File: src/rtl/dram_cmd_scheduler.sv
`default_nettype none
// ============================================================================
// Module   : dram_cmd_scheduler
// Brief    : Turns one queued request at a time into an ACT/RD/WR/PRE command
//            sequence under an open-page policy over 32 banks (8 BG x 4 BA).
//            It enforces tRCD, tRP, tRAS and CAS latency, counted in cpu_clk
//            cycles.
// Options  : MC_REFRESH_EN adds periodic PREA/REF refresh with tREFI/tRFC.
// Revision : 1.0 - initial release
// ============================================================================
module dram_cmd_scheduler #(
  parameter int T_RCD   = 78,
  parameter int T_RP    = 78,
  parameter int T_RAS   = 152,
  parameter int T_CL    = 80,
  parameter int T_CWL   = 76,
  parameter int T_BURST = 16,
  parameter int T_REFI  = 7800,
  parameter int T_RFC   = 590
) (
  input  logic        cpu_clk,
  input  logic        rst,
  input  logic        req_valid,
  output logic        req_ready,
  input  logic        req_write,
  input  logic [33:0] req_addr,
  output logic        cmd_valid,
  output logic [2:0]  cmd_op,
  output logic        cmd_channel,
  output logic [2:0]  cmd_bg,
  output logic [1:0]  cmd_ba,
  output logic [15:0] cmd_row,
  output logic [9:0]  cmd_col,
  output logic        done,
  output logic        busy
);

  localparam logic [2:0]  OP_NOP   = 3'd0;
  localparam logic [2:0]  OP_ACT   = 3'd1;
  localparam logic [2:0]  OP_RD    = 3'd2;
  localparam logic [2:0]  OP_WR    = 3'd3;
  localparam logic [2:0]  OP_PRE   = 3'd4;
  localparam logic [15:0] RCD_LOAD = 16'(T_RCD - 1);
  localparam logic [15:0] RP_LOAD  = 16'(T_RP - 1);
  localparam logic [15:0] CL_LOAD  = 16'(T_CL + T_BURST - 1);
  localparam logic [15:0] CWL_LOAD = 16'(T_CWL + T_BURST - 1);
  localparam logic [63:0] RAS_MIN  = 64'(T_RAS);

  typedef enum logic [3:0] {
    S_IDLE, S_CHECK, S_PRE, S_WAIT_RP, S_ACT, S_WAIT_RCD, S_RW, S_WAIT_DATA,
    S_DONE, S_REF_RAS, S_PREA, S_WAIT_PREA, S_REF, S_WAIT_RFC
  } state_t;

  state_t      state, state_next;
  logic [63:0] now;
  logic [15:0] wait_cnt;
  logic        wait_zero;
  logic        lat_write, lat_channel;
  logic [2:0]  lat_bg;
  logic [1:0]  lat_ba;
  logic [15:0] lat_row;
  logic [9:0]  lat_col;
  logic [4:0]  bank;
  logic [31:0] bank_open;
  logic [15:0] bank_row [32];   // meaningful only while the bank is open
  logic [63:0] bank_act [32];   // meaningful only while the bank is open
  logic        row_hit, ras_ok, accept;
  logic        unused_bits;

  assign bank      = {lat_bg, lat_ba};
  assign row_hit   = bank_open[bank] && (bank_row[bank] == lat_row);
  assign ras_ok    = (now - bank_act[bank]) >= RAS_MIN;
  assign wait_zero = (wait_cnt == 16'd0);
  assign accept    = req_valid && req_ready;
  assign busy      = (state != S_IDLE);
  assign done      = (state == S_DONE);
  assign cmd_valid = (cmd_op != OP_NOP);

`ifdef MC_REFRESH_EN
  localparam logic [2:0]  OP_PREA   = 3'd5;
  localparam logic [2:0]  OP_REF    = 3'd6;
  localparam logic [15:0] RFC_LOAD  = 16'(T_RFC - 1);
  localparam logic [15:0] REFI_LAST = 16'(T_REFI - 1);

  logic [15:0] ref_cnt;
  logic        ref_pending;
  logic        all_ras_ok;

  assign req_ready   = (state == S_IDLE) && !rst && !ref_pending;
  assign unused_bits = ^req_addr[1:0];

  // Every open bank must have honoured tRAS before the all-bank precharge.
  always_comb begin
    all_ras_ok = 1'b1;
    for (int b = 0; b < 32; b++) begin
      if (bank_open[b] && ((now - bank_act[b]) < RAS_MIN)) all_ras_ok = 1'b0;
    end
  end

  // Refresh interval timer; the pending flag is cleared once tRFC has elapsed.
  always_ff @(posedge cpu_clk) begin
    if (rst) begin
      ref_cnt     <= '0;
      ref_pending <= 1'b0;
    end else begin
      if (state == S_WAIT_RFC && wait_zero) ref_pending <= 1'b0;
      if (ref_cnt == REFI_LAST) begin
        ref_cnt     <= '0;
        ref_pending <= 1'b1;
      end else begin
        ref_cnt <= ref_cnt + 16'd1;
      end
    end
  end
`else
  assign req_ready   = (state == S_IDLE) && !rst;
  assign unused_bits = ^{req_addr[1:0], 32'(T_REFI), 32'(T_RFC)};
`endif

  // Next-state and command decode; a command field is driven only with its op.
  always_comb begin
    state_next  = state;
    cmd_op      = OP_NOP;
    cmd_channel = 1'b0;
    cmd_bg      = 3'd0;
    cmd_ba      = 2'd0;
    cmd_row     = 16'd0;
    cmd_col     = 10'd0;
    case (state)
      S_IDLE: begin
        if (accept) state_next = S_CHECK;
`ifdef MC_REFRESH_EN
        if (ref_pending) state_next = S_REF_RAS;
`endif
      end
      S_CHECK: begin
        if (row_hit)              state_next = S_RW;
        else if (bank_open[bank]) state_next = S_PRE;
        else                      state_next = S_ACT;
      end
      S_PRE: begin
        if (ras_ok) begin
          state_next  = S_WAIT_RP;
          cmd_op      = OP_PRE;
          cmd_channel = lat_channel;
          cmd_bg      = lat_bg;
          cmd_ba      = lat_ba;
        end
      end
      S_WAIT_RP:  if (wait_zero) state_next = S_ACT;
      S_ACT: begin
        state_next  = S_WAIT_RCD;
        cmd_op      = OP_ACT;
        cmd_channel = lat_channel;
        cmd_bg      = lat_bg;
        cmd_ba      = lat_ba;
        cmd_row     = lat_row;
      end
      S_WAIT_RCD: if (wait_zero) state_next = S_RW;
      S_RW: begin
        state_next  = S_WAIT_DATA;
        cmd_op      = lat_write ? OP_WR : OP_RD;
        cmd_channel = lat_channel;
        cmd_bg      = lat_bg;
        cmd_ba      = lat_ba;
        cmd_col     = lat_col;
      end
      S_WAIT_DATA: if (wait_zero) state_next = S_DONE;
      S_DONE:      state_next = S_IDLE;
`ifdef MC_REFRESH_EN
      S_REF_RAS:   if (all_ras_ok) state_next = S_PREA;
      S_PREA: begin
        state_next = S_WAIT_PREA;
        cmd_op     = OP_PREA;
      end
      S_WAIT_PREA: if (wait_zero) state_next = S_REF;
      S_REF: begin
        state_next = S_WAIT_RFC;
        cmd_op     = OP_REF;
      end
      S_WAIT_RFC:  if (wait_zero) state_next = S_IDLE;
`endif
      default:     state_next = S_IDLE;
    endcase
  end

  // State register.
  always_ff @(posedge cpu_clk) begin
    if (rst) state <= S_IDLE;
    else     state <= state_next;
  end

  // Free-running timestamp used for the tRAS check.
  always_ff @(posedge cpu_clk) begin
    if (rst) now <= '0;
    else     now <= now + 64'd1;
  end

  // Delay counter: loaded as each timed command issues, counts down otherwise.
  always_ff @(posedge cpu_clk) begin
    if (rst) begin
      wait_cnt <= '0;
    end else begin
      case (state)
        S_PRE:  if (ras_ok) wait_cnt <= RP_LOAD;
        S_ACT:  wait_cnt <= RCD_LOAD;
        S_RW:   wait_cnt <= lat_write ? CWL_LOAD : CL_LOAD;
`ifdef MC_REFRESH_EN
        S_PREA: wait_cnt <= RP_LOAD;
        S_REF:  wait_cnt <= RFC_LOAD;
`endif
        default: if (!wait_zero) wait_cnt <= wait_cnt - 16'd1;
      endcase
    end
  end

  // Capture the decoded request fields on the accept edge only.
  always_ff @(posedge cpu_clk) begin
    if (rst) begin
      lat_write   <= 1'b0;
      lat_channel <= 1'b0;
      lat_bg      <= 3'd0;
      lat_ba      <= 2'd0;
      lat_row     <= 16'd0;
      lat_col     <= 10'd0;
    end else if (accept) begin
      lat_write   <= req_write;
      lat_channel <= req_addr[6];
      lat_bg      <= req_addr[9:7];
      lat_ba      <= req_addr[11:10];
      lat_row     <= req_addr[33:18];
      lat_col     <= {req_addr[17:12], req_addr[5:2]};
    end
  end

  // Open-page table: PRE closes a bank, ACT opens it and stamps the row/time.
  always_ff @(posedge cpu_clk) begin
    if (rst) begin
      bank_open <= '0;
    end else if (state == S_PRE && ras_ok) begin
      bank_open[bank] <= 1'b0;
    end else if (state == S_ACT) begin
      bank_open[bank] <= 1'b1;
      bank_row[bank]  <= lat_row;
      bank_act[bank]  <= now;
`ifdef MC_REFRESH_EN
    end else if (state == S_REF) begin
      bank_open <= '0;
`endif
    end
  end

endmodule
`default_nettype wire
File: config.mk
export PLATFORM = sky130hd
export DESIGN_NAME = dram_cmd_scheduler
export DESIGN_NICKNAME = d
export VERILOG_FILES = /design/src/rtl/dram_cmd_scheduler.sv
export SDC_FILE = /design/constraint.sdc
export NUM_CORES = 2
export LEC_CHECK = 0
export ABC_AREA = 1
export ABC_CLOCK_PERIOD_IN_PS = 7800
export CELL_PAD_IN_SITES_DETAIL_PLACEMENT = 2
export CELL_PAD_IN_SITES_GLOBAL_PLACEMENT = 2
export CORE_AREA = 4 4 379 755
export CTS_BUF_LIST = sky130_fd_sc_hd__clkbuf_2
export CTS_CLUSTER_SIZE = 14
export DETAILED_ROUTE_END_ITERATION = 16
export DIE_AREA = 0 0 383 759
export GPL_ROUTABILITY_DRIVEN = 0
export PLACE_DENSITY_LB_ADDON = 0.1
export SYNTH_ARGS = -nofsm -noshare
export SYNTH_HDL_FRONTEND = slang
export SYNTH_SLANG_ARGS = --single-unit
File: constraint.sdc
create_clock -name cpu_clk -period 7.8 [get_ports cpu_clk]
set_input_delay 1.56 -clock cpu_clk [delete_from_list [all_inputs] [get_ports cpu_clk]]
set_output_delay 1.56 -clock cpu_clk [all_outputs]
set_load 0.01 [all_outputs]
======== Word-level counts from Yosys, hierarchy flattened ========
Memory sizes are Yosys's and may differ from the RTL's. A register that Yosys moved wholly into a read port is not among the register bits.
Cells that the tools add are included.
storage, ports and cells
  output and inout bits ................... 39
  input port bits ......................... 38
  memories ................................ 2
  register bits after elaboration ......... 149
  logic and storage cells ................. 87
  memory bits (writable) .................. 2560
memories
  memory    words  width  rd ports  clocked after Yosys merged registers in  wr ports  RTL line  RTL
  bank_act  32     64     1         1                                        1         66        logic [63:0] bank_act [32];
  bank_row  32     16     1         1                                        1         65        logic [15:0] bank_row [32];
cells by class
  order comparisons ....................... 3
  add/sub/neg operators ................... 3
  bitwise gates (word level) .............. 3
  equal/unequal tests ..................... 15
  muxes and demuxes ....................... 37
  reduce and logical (&&, ||, !) cells .... 14
operators by type and width
  cell                   number
  $add 64x1->64 const B  1
  $ge 64x8->1 const B    1
  $mux 32                2
  $sub 64x64->64         1
  $mux 16                3
  $pmux 16 s3            1
  $and 32x32->32         1
  $not 32->32            1
  $or 32x32->32          1
  $pmux 4 s8             1
  $mux 4                 5
  $mux 5                 4
  $eq 16x16->1           1
  $eq 4x3->1 const B     4
  $logic_not 16->1       1
  $sub 16x1->16 const B  1
  $mux 3                 5
  $mux 10                1
  $ne 2x2->1 const B     5
  $pmux 3 s3             1
  $eq 4x2->1 const B     2
  $mux 1                 8
  $lt 5x6->1 const B     1
  $pmux 3 s2             1
  other kinds (18)       22

======== Logic depth before layout (Yosys ltp) ========
  depth in word-level cells ............... 7
  depth in mapped cells ................... 39
  depth with buffers taken out ............ 32

======== Least setup slack after synthesis ========
No wires, ideal clock.
  path kind ............................... input -> register
  start ................................... input port rst
  end ..................................... memory bank_act[0][0], enable pin
  data required time ...................... 7184 ps
  arrival ................................. 7649 ps
  stages on the path ...................... 5
  path slack .............................. -466 ps
  buffers on the path ..................... 2
  setup time .............................. 616 ps
  cells stage by stage .................... clkbuf_1 > inv_1 > nand2_1 > clkbuf_1 > nor3_1
on the way
  longest elaborated chain between the ends .. 2
ends and longest elaborated chain
  item                          RTL line  RTL
  start: declaration            22        input logic rst,
  $mux 1                        238       if (rst) begin
  $mux 1 (implied by the code)  245       bank_act[bank] <= now;
  end: declaration              66
No other way between the ends.

==> impl_results.rst <==
.. list-table::
   :header-rows: 1

   * - Metric
     - Value
   * - Status
     - finished with violations
   * - Failing checks
     - negative setup slack
   * - Slowest cell on crit path
     - sky130_fd_sc_hd__dfxtp_4
   * - Cells after synthesis
     - 10154
   * - Clock transition at the register clock pins on the worst setup and hold paths after CTS
     - 0.12 ns
   * - Number of buffer and inverter stages on the critical path
     - 7
   * - Final-report setup violation count
     - 8
   * - Detail-routed via count per cell
     - 6.124
   * - Number of standard-cell rows in the floorplan
     - 275
   * - Routed wirelength normalized by instance count
     - 34.81 µm
   * - Maximum cell stage delay along the critical path
     - 0.40 ns
   * - Post-DRT Antenna Nets
     - 0
   * - Worst path required time
     - 6.24 ns
   * - Finished Core Util
     - 48.62%
   * - Global-route wire length before repair
     - 729200 µm
   * - Detailed Route Iter0 Violations
     - 8607
   * - Maximum achievable frequency
     - 0.1200 GHz
   * - Area of the core
     - between 200000 and 300000 µm²
   * - Effective utilization at floorplan
     - between 40% and 50%
   * - Skew final
     - 0.1900 ns
   * - Kind of cell with the highest combined delay on the critical path
     - simple AND/OR/NAND/NOR gates
   * - Initial antenna violation count
     - 9
   * - Flop-to-flop setup slack
     - 2.00 ns
   * - Remaining routing DRC violations
     - 0
   * - Vias in the first global route
     - 101725
   * - Layout cells sized above 1
     - 20.96%
   * - Cts bufs inserted
     - 616
   * - Largest net degree at the start of global routing
     - 74
   * - Worst hold start
     - req_addr[26]
   * - Avg Inst Size Synth
     - 11.27 µm²
   * - Static power due to leakage
     - 49.88 nW
   * - Overall fraction of global-route tracks in use
     - around a third
   * - Length of the first detailed-routing pass in iterations
     - 5
   * - Async set-reset flop share out of synthesis
     - 0%
   * - Worst-margin pin slew
     - 1.372 ns
   * - Register bit total from synthesis
     - 2714
   * - CTS tree
     - done
   * - Portion of the clock cycle consumed by the worst path in the final layout
     - 106.9%
   * - Area added between synthesis and finish
     - 18.98%
   * - Pre-CTS WS
     - 0.1501 ns
   * - Number of cells traversed by the worst hold path
     - 3
   * - Count of nets after finishing
     - 11072
   * - Worst voltage drop across the vdd grid
     - 0.1068 mV
   * - Crit Path Category
     - reg2out
   * - Most repeated cell in the gate-level netlist after synthesis
     - sky130_fd_sc_hd__edfxtp_1
   * - Die width
     - 383 µm
   * - Time the final worst path needs with I/O delays and setup
     - 8.335 ns
   * - Kind of start point of the critical path
     - flip-flop
   * - Total congestion overflow
     - 0
   * - Routed length on met1
     - 176200 µm
   * - Max-slew headroom
     - under 10%
   * - Pins Over Slew Limit
     - 0
   * - Hold Fails Final Rpt
     - 0
   * - Post-Route WL
     - 527600 µm
   * - Post-synthesis instance area
     - 114500 µm²
   * - Buffer type at the clock tree root
     - sky130_fd_sc_hd__clkbuf_2
   * - Capturing point of the worst reg2reg path
     - wait_cnt[1]
   * - EDFF count, synth
     - 2560
   * - Type of destination of the critical path
     - output pin
   * - Post-synth net total
     - 10258
   * - WP depth
     - 29
   * - Dominant cell type by area after synthesis
     - sky130_fd_sc_hd__edfxtp_1
   * - Number of levels the H-tree was split into
     - 6
   * - Count of distinct cell types in the synthesized netlist
     - 56
   * - Worst Path Arrival
     - 6.78 ns
   * - Boundary pin count
     - 77
   * - Sink Count
     - 2714
   * - Highest metal layer with signal wires
     - met4
   * - Setup tns final
     - -4.165 ns
   * - Sequential cell area fraction in the yosys report
     - 69.86%
   * - Maximum clock path buffer count
     - 4
   * - Final worst-path setup slack
     - -0.5354 ns
   * - Proportion of netlist area held by the largest area contributor
     - 67.17%
   * - Number of port buffers
     - 74
   * - Worst-path fanout max
     - 10
   * - Count of filler cells inserted in the layout
     - 28173
   * - Logic depth of the worst register-to-register path
     - 33
   * - Commonest cells in the netlist
     - sky130_fd_sc_hd__edfxtp_1 (2560), sky130_fd_sc_hd__nor2_1 (1686), sky130_fd_sc_hd__nand2_1 (1449)
   * - Ys flop type
     - sky130_fd_sc_hd__edfxtp_1
   * - Count of vias placed by the detailed router
     - 92821
   * - Insertion delay of the later-clocked pin in the worst-skew pair
     - between 1.5 and 2 ns
   * - Pwr/cell area
     - 273.1 nW/µm²
   * - Max Cap Violations
     - 0
   * - Die outline area
     - 290700 µm²
   * - Destination of the worst hold path
     - lat_row[8]
   * - Cells taking the most area after synthesis
     - sky130_fd_sc_hd__edfxtp_1 (67%), sky130_fd_sc_hd__o21ai_0 (6.0%), sky130_fd_sc_hd__nor2_1 (5.5%), sky130_fd_sc_hd__nand2_1 (4.8%), sky130_fd_sc_hd__dfxtp_1 (2.7%)
   * - Tightest Hold Check Type
     - in2reg
   * - DP HPWL
     - 275700 µm
   * - Count of warnings emitted by yosys
     - 0
   * - Routed wire length on met2
     - between 200000 and 300000 µm
   * - Die span in y
     - 759 µm
   * - Detail Route met3 WL
     - between 30000 and 40000 µm
   * - RSZ-0062 raised after global routing
     - yes
## per-stage QoR
stage	std cells	power [W]	hold slack (ns)	cell area [µm²]
finish	15157	0.03718	0.3313	136200
global route	15152	0.03862	0.2093	136200
CTS	15079	0.03635	0.04453	133700
detailed placement	13843	0.02497	0.4509	122300
global placement	13843	0.02459	0.4398	122300
floorplan	10154	0.02126	0.4300	114500
## worst register-to-register path: cells and delay by family, from the launching register on
| family | cells | cell delay [ns] |
|---|---|---|
| DFF | 1 | 0.40 |
| buffers and inverters | 6 | 0.94 |
| AOI/OAI and AO/OA | 5 | 0.95 |
| and+or+nand+nor | 20 | 2.84 |
| adders and majority gates | 2 | 0.55 |
## sequential cells by signal, summed over array words and instances (netlist names), named ones only
signal,cells
state,4
now,64
lat_channel,1
bank_act,2048
lat_write,1
lat_ba,2
lat_col,10
lat_row,16
lat_bg,3
bank_row,512
wait_cnt,16
## where the power goes
group,internal [W],switching (W)
clock network,0.00336,0.00621
logic,0.00395,0.00741
registers,0.0160,0.000235
## layer usage
metal / up-vias / global-route usage [%]
li1: 38274 / -
met1: 48452 / 36.28
met2: 4298 / 62.77
met3: 1797 / 5.452
met4: 0 / 25.20
met5: - / 0
## area by class of cell
type,instances,area [µm²],area share (%)
diodes,9,22.52,0.01654
well taps,3739,4678,3.435
clock inverters,167,989.7,0.7268
repair inverters,6,100.1,0.07350
inverters,523,2039,1.498
repair buffers,782,10300,7.567
multi-input cells,6325,33600,24.67
clock buffers,892,4464,3.278
flip-flops and latches,2714,79980,58.73
## repair_timing
item / in CTS / in global routing
cloned: 75 / 25
hold buffers: 1 / 0
pin swaps: 140 / 203
buffers inserted: 101 / 48
gates resized for setup: 795 / 423
hold endpoints to repair: 13 / 0
endpoints found under the setup margin: 8 / 8
## how the worst max path moves through the flow
| stage | to | startpoint | slack [ns] |
|---|---|---|---|
| after global placement | cmd_op[2] | flip-flop | 0.30 |
| after global routing | cmd_valid | flip-flop | -0.83 |
| after floorplan | bank_act[0][0] | rst | -0.47 |
| after detailed placement | cmd_ba[1] | flip-flop | 0.15 |
| final | cmd_ba[0] | flip-flop | -0.54 |
| after CTS | cmd_valid | flip-flop | -0.70 |
## cell usage in the layout, fill, tap and decap left out, types with 101 or more instances in the layout
cell	n
sky130_fd_sc_hd__a21oi_1	143
sky130_fd_sc_hd__inv_1	476
sky130_fd_sc_hd__buf_4	433
sky130_fd_sc_hd__clkinv_1	116
sky130_fd_sc_hd__nand2_2	159
sky130_fd_sc_hd__o21ai_0	1167
sky130_fd_sc_hd__o22ai_1	443
sky130_fd_sc_hd__edfxtp_1	2560
sky130_fd_sc_hd__o21ai_1	141
sky130_fd_sc_hd__nor2_1	1603
sky130_fd_sc_hd__buf_12	101
sky130_fd_sc_hd__nand2_1	1274
sky130_fd_sc_hd__dfxtp_1	147
sky130_fd_sc_hd__clkbuf_2	892
sky130_fd_sc_hd__nand3_1	568
## cells by family after synthesis
group           Yosys count  synth area share [%]
simple gates           3970                 14.28
flops                  2714                 69.86
compound gates         2246                 10.97
buf+inv                1115                 3.816
fa+ha+maj                66                0.7281
xor+xnor                 29                0.2219
mux                      14                0.1224
(Power assumes the default switching activity.)
